$ cat config.mk
export PLATFORM = sky130hd
export DESIGN_NAME = updown_mod_counter_flat
export DESIGN_NICKNAME = d
export VERILOG_FILES = /design/src/rtl/updown_mod_counter_if.sv /design/src/rtl/updown_mod_counter.sv /design/src/flat_wrapper.sv
export SDC_FILE = /design/constraint.sdc
export NUM_CORES = 1
export LEC_CHECK = 0
export CAP_MARGIN = 5
export CELL_PAD_IN_SITES_DETAIL_PLACEMENT = 0
export CELL_PAD_IN_SITES_GLOBAL_PLACEMENT = 1
export CORE_AREA = 3 3 40 42
export DETAILED_ROUTE_END_ITERATION = 8
export DIE_AREA = 0 0 43 45
export PLACE_DENSITY = 0.83
export SETUP_SLACK_MARGIN = 0.02
export SYNTH_ARGS = -nofsm -noshare
export SYNTH_HDL_FRONTEND = slang
export SYNTH_SLANG_ARGS = --single-unit
$ cat constraint.sdc
create_clock -name clk -period 4.2 [get_ports clk]
set_clock_uncertainty 0.05 [all_clocks]
set_input_delay 0.63 -clock clk [delete_from_list [all_inputs] [get_ports clk]]
set_output_delay 0.63 -clock clk [all_outputs]
set_load 0.02 [all_outputs]
$ cat src/rtl/updown_mod_counter_if.sv
// Control and status bundle for updown_mod_counter.
// The counter sits on the slave side; whoever drives the controls uses master.
interface updown_mod_counter_if #(
    parameter int unsigned DATA_WIDTH = 4
) ();
    logic                  en;
    logic                  load_en;
    logic                  up_dn;
    logic [DATA_WIDTH-1:0] d;
    logic [DATA_WIDTH-1:0] q;
    logic                  tc;
    logic                  wrap;

    modport master (
        output en,
        output load_en,
        output up_dn,
        output d,
        input  q,
        input  tc,
        input  wrap
    );

    modport slave (
        input  en,
        input  load_en,
        input  up_dn,
        input  d,
        output q,
        output tc,
        output wrap
    );
endinterface

$ cat src/rtl/updown_mod_counter.sv
// Loadable up/down counter modulo MAX_COUNT+1, with wrap or saturate at the boundaries.
// tc is combinational; wrap is a registered one-cycle pulse after a boundary wrap.
module updown_mod_counter #(
    parameter int unsigned DATA_WIDTH = 4,
    parameter int unsigned MAX_COUNT  = 2**DATA_WIDTH - 1,
    parameter bit          SATURATE   = 1'b0
) (
    input logic                 clk,
    input logic                 reset,
    updown_mod_counter_if.slave bus
);
    localparam logic [DATA_WIDTH-1:0] MaxVal = DATA_WIDTH'(MAX_COUNT);

    logic [DATA_WIDTH-1:0] q_d, q_q;
    logic                  wrap_d, wrap_q;
    logic                  at_max, at_zero;

    assign at_max  = (q_q == MaxVal);
    assign at_zero = (q_q == '0);

    always_comb begin
        q_d    = q_q;
        wrap_d = 1'b0;
        if (bus.load_en) begin
            // Out-of-range loads clamp so q never leaves 0..MAX_COUNT.
            q_d = (bus.d > MaxVal) ? MaxVal : bus.d;
        end else if (bus.en) begin
            if (bus.up_dn) begin
                if (!at_max) begin
                    q_d = q_q + DATA_WIDTH'(1);
                end else if (!SATURATE) begin
                    q_d    = '0;
                    wrap_d = 1'b1;
                end
            end else begin
                if (!at_zero) begin
                    q_d = q_q - DATA_WIDTH'(1);
                end else if (!SATURATE) begin
                    q_d    = MaxVal;
                    wrap_d = 1'b1;
                end
            end
        end
    end

    always_ff @(posedge clk or negedge reset) begin
        if (!reset) begin
            q_q    <= '0;
            wrap_q <= 1'b0;
        end else begin
            q_q    <= q_d;
            wrap_q <= wrap_d;
        end
    end

    assign bus.q    = q_q;
    assign bus.wrap = wrap_q;
    assign bus.tc   = bus.en && !bus.load_en && (bus.up_dn ? at_max : at_zero);
endmodule

$ cat src/flat_wrapper.sv
// flat-port wrapper written by rule: the top's interface ports become plain ports
module updown_mod_counter_flat 
#(
    parameter int unsigned DATA_WIDTH = 4,
    parameter int unsigned MAX_COUNT  = 2**DATA_WIDTH - 1,
    parameter bit          SATURATE   = 1'b0
)
  (clk, reset, bus_en, bus_load_en, bus_up_dn, bus_d, bus_q, bus_tc, bus_wrap);
  updown_mod_counter_if #(.DATA_WIDTH(DATA_WIDTH)) bus_i ();
  input logic clk;
  input logic reset;
  input wire logic [$bits(bus_i.en)-1:0] bus_en;
  input wire logic [$bits(bus_i.load_en)-1:0] bus_load_en;
  input wire logic [$bits(bus_i.up_dn)-1:0] bus_up_dn;
  input wire logic [$bits(bus_i.d)-1:0] bus_d;
  output wire logic [$bits(bus_i.q)-1:0] bus_q;
  output wire logic [$bits(bus_i.tc)-1:0] bus_tc;
  output wire logic [$bits(bus_i.wrap)-1:0] bus_wrap;
  assign bus_i.en = bus_en;
  assign bus_i.load_en = bus_load_en;
  assign bus_i.up_dn = bus_up_dn;
  assign bus_i.d = bus_d;
  assign bus_q = bus_i.q;
  assign bus_tc = bus_i.tc;
  assign bus_wrap = bus_i.wrap;
  updown_mod_counter #(.DATA_WIDTH(DATA_WIDTH), .MAX_COUNT(MAX_COUNT), .SATURATE(SATURATE)) u_core (.clk(clk), .reset(reset), .bus(bus_i));
endmodule
# Word-level counts from Yosys, hierarchy flattened

Index checks and enable logic that the tools add are counted.

Flip-flop bits (word level): 5
Output and inout port bits: 6
Input port bits: 9
Word-level logic and storage cells: 23

Multiplexer cells: 12
Magnitude comparators: 1
Equal/unequal tests: 1
$add $sub $neg: 2
Reductions and logical operators: 5

Operator list:

| operator                                                           | number |
|---|---|
| 4-bit 2-to-1 mux                                                   | 6 |
| 1-bit 2-to-1 mux                                                   | 6 |
| 4-bit by 1-bit adder with 4-bit output, second input constant      | 1 |
| 4-bit equality test, second input constant                         | 1 |
| 4-bit > comparator, second input constant                          | 1 |
| 4-bit logical NOT                                                  | 1 |
| 4-bit by 1-bit subtractor with 4-bit output, second input constant | 1 |
| 1-bit logical AND                                                  | 2 |
| 2-bit nonzero test                                                 | 1 |
| 1-bit logical NOT                                                  | 1 |

# Logic depth before layout (Yosys ltp)

Gate-level depths: netlist of run 1.

Word-level depth: 5
Depth in mapped cells: 6

# Least setup slack after synthesis of run 1

OpenSTA, ideal clock, no wires.

Path type: register -> output
From: register u_core.q_q[0] (netlist: u_core.bus.q[0])
To: output bus_tc
Arrival time: 1671 ps
Slack: 1849 ps
Required time: 3520 ps
Cell stages (with the launch flop): 6
Buffers on the path: 0
Cell sequence: dfrtp_1 -> inv_1 -> ha_1 -> nor4b_1 -> a21oi_1 -> nor3b_1

Word-level cells in the longest chain between the ends: 3
Elaborated cells on any way between the ends: 4
Classes of those cells: 1 x eq/ne; 1 x mux; 2 x reduce/logical

Ends and longest elaborated chain:

| element                                                  | RTL line                                           | source |
|---|---|---|
| start: declaration                                       | updown_mod_counter.sv:14                           | `logic [DATA_WIDTH-1:0] q_d, q_q;` |
| start signal: assignment                                 | updown_mod_counter.sv:51                           | `q_q <= q_d;` |
| 4-bit equality test or 4-bit logical NOT (tied branches) | updown_mod_counter.sv:18, updown_mod_counter.sv:19 |  |
| 1-bit 2-to-1 mux *                                       | updown_mod_counter.sv:58                           | `assign bus.tc = bus.en && !bus.load_en && (bus.up_dn ? at_max : at_zero);` |
| 1-bit logical AND *                                      | updown_mod_counter.sv:58                           |  |
| end: declaration                                         | flat_wrapper.sv:17                                 | `output wire logic [$bits(bus_i.tc)-1:0] bus_tc;` |

Every way passes the cells marked *; elsewhere a longest branch is shown, timed or not.

# Final worst setup path of run 1

From: input bus_up_dn
To: output bus_tc

Word-level cells in the longest chain between the ends: 2

Ends and longest elaborated chain:

| element            | RTL line                 | source |
|---|---|---|
| start: declaration | flat_wrapper.sv:14       | `input wire logic [$bits(bus_i.up_dn)-1:0] bus_up_dn;` |
| 1-bit 2-to-1 mux   | updown_mod_counter.sv:58 |  |
| 1-bit logical AND  | updown_mod_counter.sv:58 |  |

Every way passes these cells.

==> results.json, run 1 <==
{
  "slew-limit-headroom_pct": 75.3,
  "grt_pass1_wl_um": 1390,
  "finalHoldViolations": 0,
  "reg2reg_from": "u_core.bus.q[0]",
  "dp_hpwl_um": 653,
  "cp_common_cell": "clkdlybuf4s50_1",
  "die_y_um": 45,
  "pre_cts_ws_ps": 1060,
  "syn_area_um2": 378,
  "root_buffer": "clkbuf_4",
  "outcome": "completed",
  "drive_gt1_share_pct": 11.7,
  "numClockSinks": 5,
  "firstDrtPassIters": 2,
  "ant_nets": 0,
  "slowest_stage": "clkdlybuf4s50_1",
  "drv_slew": 0,
  "routed_via_density": 4.89,
  "p_leak_nw": 0.225,
  "cap_viol_max_count": 0,
  "path_delay_family": "buffers and inverters",
  "route.vias.total": 367,
  "cts_hold_buf": 0,
  "netlist_instances": 44,
  "drt_iter0_drc": 2,
  "setup-violations-final": 0,
  "fin_total_pwr_mw": 0.191,
  "clk_pin_slew_ps": 40,
  "post-route-min-period_ps": 3150,
  "antenna_found_initial": 0,
  "grt_pass1_vias": 320,
  "post_drt_wl_per_cell_um": 11.2,
  "hold_path_class": "in -> async",
  "pin_count": 15,
  "antennaDiodeCount": 0,
  "initial_core_util_pct": 29.4,
  "nets": 72,
  "max-vdd-ir-drop_uv": 134,
  "syn_nets": 55,
  "die_x_um": 43,
  "synth_cell_types": 22,
  "startpoint_type": "input port",
  "fill_cells": 139,
  "critPathCaptureType": "output pin",
  "path_cells": "clkdlybuf4s50_1 > nor4b_1 > a21oi_1 > nor3b_1 > clkdlybuf4s50_1",
  "syn_avg_cell_area_um2": 8.59,
  "yosysWarningCount": 0,
  "crit_fanout": 7,
  "ctsResizeCount": 0,
  "clk_latency_ps": 240,
  "numCtsBuffers": 3,
  "setup_tns_ps": 0,
  "post_cts_buffers": 0,
  "worstMarginPinSlew_ps": 365,
  "ys_ff_latch": 5,
  "cp.required_ps": 3520,
  "critPathMaxStageDelay_ps": 630,
  "cp_num_buf_inv": 2,
  "htreeDepth": 1,
  "num_rows": 13,
  "overflow": 0,
  "die_area_mm2": 0.00194,
  "grtUsageTotal_pct": 9.70,
  "area_growth_pct": 46.7,
  "grt_setup_unrepaired": "no",
  "routed_wirelength_um": 838,
  "period_share_pct": 75.0,
  "clock_path_buffers": 2,
  "cts_tree": "done",
  "arrival_ps": 2470,
  "fmax_mhz": 318,
  "portBuffers": 14,
  "yosysSeqAreaShare_pct": 33.1,
  "grt_max_degree": 11,
  "drc": 0,
  "fin_ws_ps": 1050,
  "gp_congestion": 0.762,
  "crit_path_start": "bus_up_dn",
  "p_per_area_mw_per_mm2": 345,
  "crit_type": "in -> out",
  "core_area_mm2": 0.00128
}
[registers in the layout (all words and copies together), names as in the netlist]
register and flops:
u_core.bus.q 4, u_core.bus.wrap 1
[cell usage after synthesis]
master,count,share of area [%]
dfrtp_1,5,33
nand2b_1,1,1.7
mux2i_1,1,2.6
inv_1,2,2.0
ha_1,2,6.6
nor2_1,2,2.0
a211o_1,1,2.3
mux2_2,2,6.0
nor3_1,1,1.3
xnor2_1,3,7.0
a21oi_1,3,4.0
or4_1,1,2.0
nor4b_1,1,2.3
a31oi_1,1,1.7
buf_2,1,1.3
nand2_1,4,4.0
a21bo_2,1,2.6
inv_2,1,0.99
nor3b_1,3,6.0
clkbuf_1,1,0.99
o21ai_0,6,7.9
and3_1,1,1.7
[metrics by stage]
stage,hold slack (ps),utilization [%],instance area [um^2],instances
after floorplan,284,-,378,44
after global placement,613,41.1,528,71
after detailed placement,631,41.1,528,71
after CTS,563,43.1,554,75
after global routing,584,43.1,554,75
final,565,43.1,554,75
[worst reg2reg max path: cells and delay by family (launching register included)]
family                     cells  cell delay (ps)
DFF                            1              450
AOI/OAI and AO/OA              2              400
and+or+nand+nor                2              230
adders and majority gates      1              220
buffers and inverters          1              110
[area by class of cell]
class                      instances  area (um^2)  area share, %
sequential                         5          125           22.6
clock buffer                       4         26.3           4.74
tap                               15         18.8           3.39
timing repair buffer              14          140           25.3
multi-input combinational         34          233           42.0
inverter                           3         11.3           2.03
[layout by cell type, fill, tap and decap left out, drive strengths merged]
master / synthesis / routed
dfrtp: 5 / 5
mux2i: 1 / 1
nor3: 1 / 1
nor2: 2 / 2
a31oi: 1 / 1
o21ai: 6 / 6
xnor2: 3 / 3
nand2: 4 / 4
nor3b: 3 / 3
and3: 1 / 1
inv: 3 / 3
ha: 2 / 2
clkbuf: 1 / 4
a21bo: 1 / 1
clkdlybuf4s50: 0 / 14
a211o: 1 / 1
nor4b: 1 / 1
or4: 1 / 1
a21oi: 3 / 3
nand2b: 1 / 1
mux2: 2 / 2
[power breakdown]
part	switching, mW	internal (mW)
clock network	0.0184	0.0358
registers	0.0123	0.0548
logic	0.0313	0.0384
[kinds of logic (layout without fill, tap and decap cells)]
family	after synthesis	count (layout)	synth area share [%]
AOI/OAI and AO/OA	12	12	18.5
xor gates and xnor gates	3	3	6.95
adders and majority gates	2	2	6.62
buffers and inverters	5	21	5.30
DFF	5	5	33.1
muxes	3	3	8.61
and+or+nand+nor	14	14	20.9
[metal layers]
layer | global-route usage (%) | share of wire [%] | vias to the layer above
met5 | 0 | 0 | -
met4 | 7.23 | 0 | 0
met3 | 1.99 | 7.8 | 0
met2 | 15.0 | 47 | 11
met1 | 12.0 | 46 | 169
li1 | - | - | 187
[final timing paths]
| check | to | slack [ps] | depth (start not counted) |
|---|---|---|---|
| max | bus_tc | 1050 | 5 |
| min | u_core.bus.q[3] | 560 | 1 |
| max reg2reg | u_core.bus.q[3] | 2600 | 6 |
| min reg2reg | u_core.bus.q[1] | 640 | 2 |
| max in group asynchronous | u_core.bus.wrap | 3350 | 1 |
| min in group clk | u_core.bus.q[1] | 640 | 2 |
(Power assumes the default switching activity.)
==> inputs of run 2 (changes only) <==
CORE_AREA = unset   (was 3 3 40 42)
CORE_MARGIN = 3   (was unset)
CORE_UTILIZATION = 28   (was unset)
DIE_AREA = unset   (was 0 0 43 45)
PLACE_DENSITY = 0.82   (was 0.83)
clock period = 3.1 ns   (was 4.2 ns; I/O delays follow)
==> run 2 against run 1 <==
Compared with the run above: register-to-register slack worse by 1100 ps; highest routed layer unchanged; sequential power is 36% higher; flip-flop and latch count stayed put; worst setup slack worse by 750 ps; via count is 0.82% higher; sequential share of layout area is 0.25 points lower; combinational power is 37% higher; largest power group unchanged.
==> results.json, run 2 (synthesized netlist as in run 1, its figures left out) <==
{
  "outcome": "completed",
  "mostFrequentLayoutCell": "clkdlybuf4s50_1",
  "setup_tns_ps": 0,
  "reg2regPathDepth": 6,
  "crit_fanout": 7,
  "portBuffers": 14,
  "crit_type": "in -> out",
  "cts_hold_buf": 0,
  "routed_via_density": 4.93,
  "area_growth_pct": 48.3,
  "finalHoldViolations": 0,
  "fmax_mhz": 358,
  "arrival_ps": 2280,
  "post_cts_buffers": 0,
  "nets": 73,
  "routed_wirelength_um": 850,
  "root_buffer": "clkbuf_4",
  "fill_cells": 126,
  "drive_gt1_share_pct": 13.1,
  "num_rows": 12,
  "hold_path_class": "in -> async",
  "overflow": 0,
  "largest_reg_flops": 4,
  "grt_pass1_vias": 315,
  "grt_pass1_wl_um": 1300,
  "drt_iter0_drc": 10,
  "ant_nets": 0,
  "grtUsageTotal_pct": 9.75,
  "numCtsBuffers": 3,
  "firstDrtPassIters": 4,
  "post-route-min-period_ps": 2800,
  "cts_tree": "done",
  "post_drt_wl_per_cell_um": 11.3,
  "startpoint_type": "input port",
  "gp_congestion": 0.763,
  "initial_core_util_pct": 31.9,
  "antenna_found_initial": 0,
  "pre_cts_ws_ps": 292,
  "setup-violations-final": 0,
  "numClockSinks": 5,
  "layout.cells.non_filler": 75,
  "p_per_area_mw_per_mm2": 466,
  "clock_path_buffers": 2,
  "core_area_mm2": 0.00119,
  "dp_hpwl_um": 660,
  "worstMarginPinSlew_ps": 341,
  "route.vias.total": 370,
  "die_y_um": 42.7,
  "clk_pin_slew_ps": 40,
  "grt_setup_unrepaired": "no",
  "cp.required_ps": 2580,
  "cap_viol_max_count": 0,
  "drv_slew": 0,
  "die_x_um": 42.7,
  "htreeDepth": 1,
  "period_share_pct": 90.2,
  "p_leak_nw": 0.229,
  "clk_latency_ps": 240,
  "critPathCaptureType": "output pin",
  "ctsResizeCount": 0,
  "pin_count": 15,
  "max-vdd-ir-drop_uv": 201,
  "dp_cells": 71,
  "fin_ws_ps": 303,
  "drc": 0,
  "antennaDiodeCount": 0,
  "slew-limit-headroom_pct": 76.9,
  "die_area_mm2": 0.00183,
  "grt_max_degree": 10,
  "final_cell_mix": "clkdlybuf4s50_1 (14), o21ai_0 (6), dfrtp_1 (5)"
}
## run 2: routing by layer
layer  global-route usage (%)  part of all wire, %  vias to the layer above
li1                         -                    -                      192
met1                     12.6                   48                      167
met2                     13.2                   46                       11
met3                     1.69                  5.5                        0
met4                     9.32                    0                        0
met5                        0                    0                        -
## run 2: report_power, final
part | switching [mW] | total, mW | internal [mW] | leakage (nW)
registers | 0.0169 | 0.0912 | 0.0743 | 0.0616
clock network | 0.0256 | 0.0742 | 0.0486 | 0.0150
logic | 0.0430 | 0.0958 | 0.0528 | 0.153
## run 2: area by class of cell
cell class                 count  area [um^2]  share of cell area (%)
multi-input combinational     34          233                    41.5
timing repair buffer          15          148                    26.3
sequential                     5          125                    22.3
clock buffer                   4         26.3                    4.69
tap                           14         17.5                    3.12
inverter                       3         11.3                    2.01
## run 2: final timing paths
| kind | startpoint | endpoint | slack, ps |
|---|---|---|---|
| setup / recovery | bus_up_dn | bus_tc | 300 |
| setup reg to reg | u_core.bus.q[0] | u_core.bus.q[3] | 1550 |
| hold / removal | reset | u_core.bus.q[3] | 390 |
| hold reg to reg | u_core.bus.q[1] | u_core.bus.q[1] | 710 |
| min in group clk | u_core.bus.q[1] | u_core.bus.q[1] | 710 |
| max in group asynchronous | reset | u_core.bus.q[0] | 2430 |
## run 2: metrics by stage
step                instance area, um^2  util, %  power, mW  hold slack [ps]
floorplan                           378        -      0.146              119
global placement                    534     45.0      0.188              630
detailed placement                  534     45.0      0.188              646
CTS                                 561     47.3      0.266              387
global route                        561     47.3      0.278              408
finish                              561     47.3      0.261              388
## run 2: critical path, cell delays in order
cell	delay, ps
clkdlybuf4s50_1	520
nor4b_1	360
a21oi_1	120
nor3b_1	190
clkdlybuf4s50_1	630
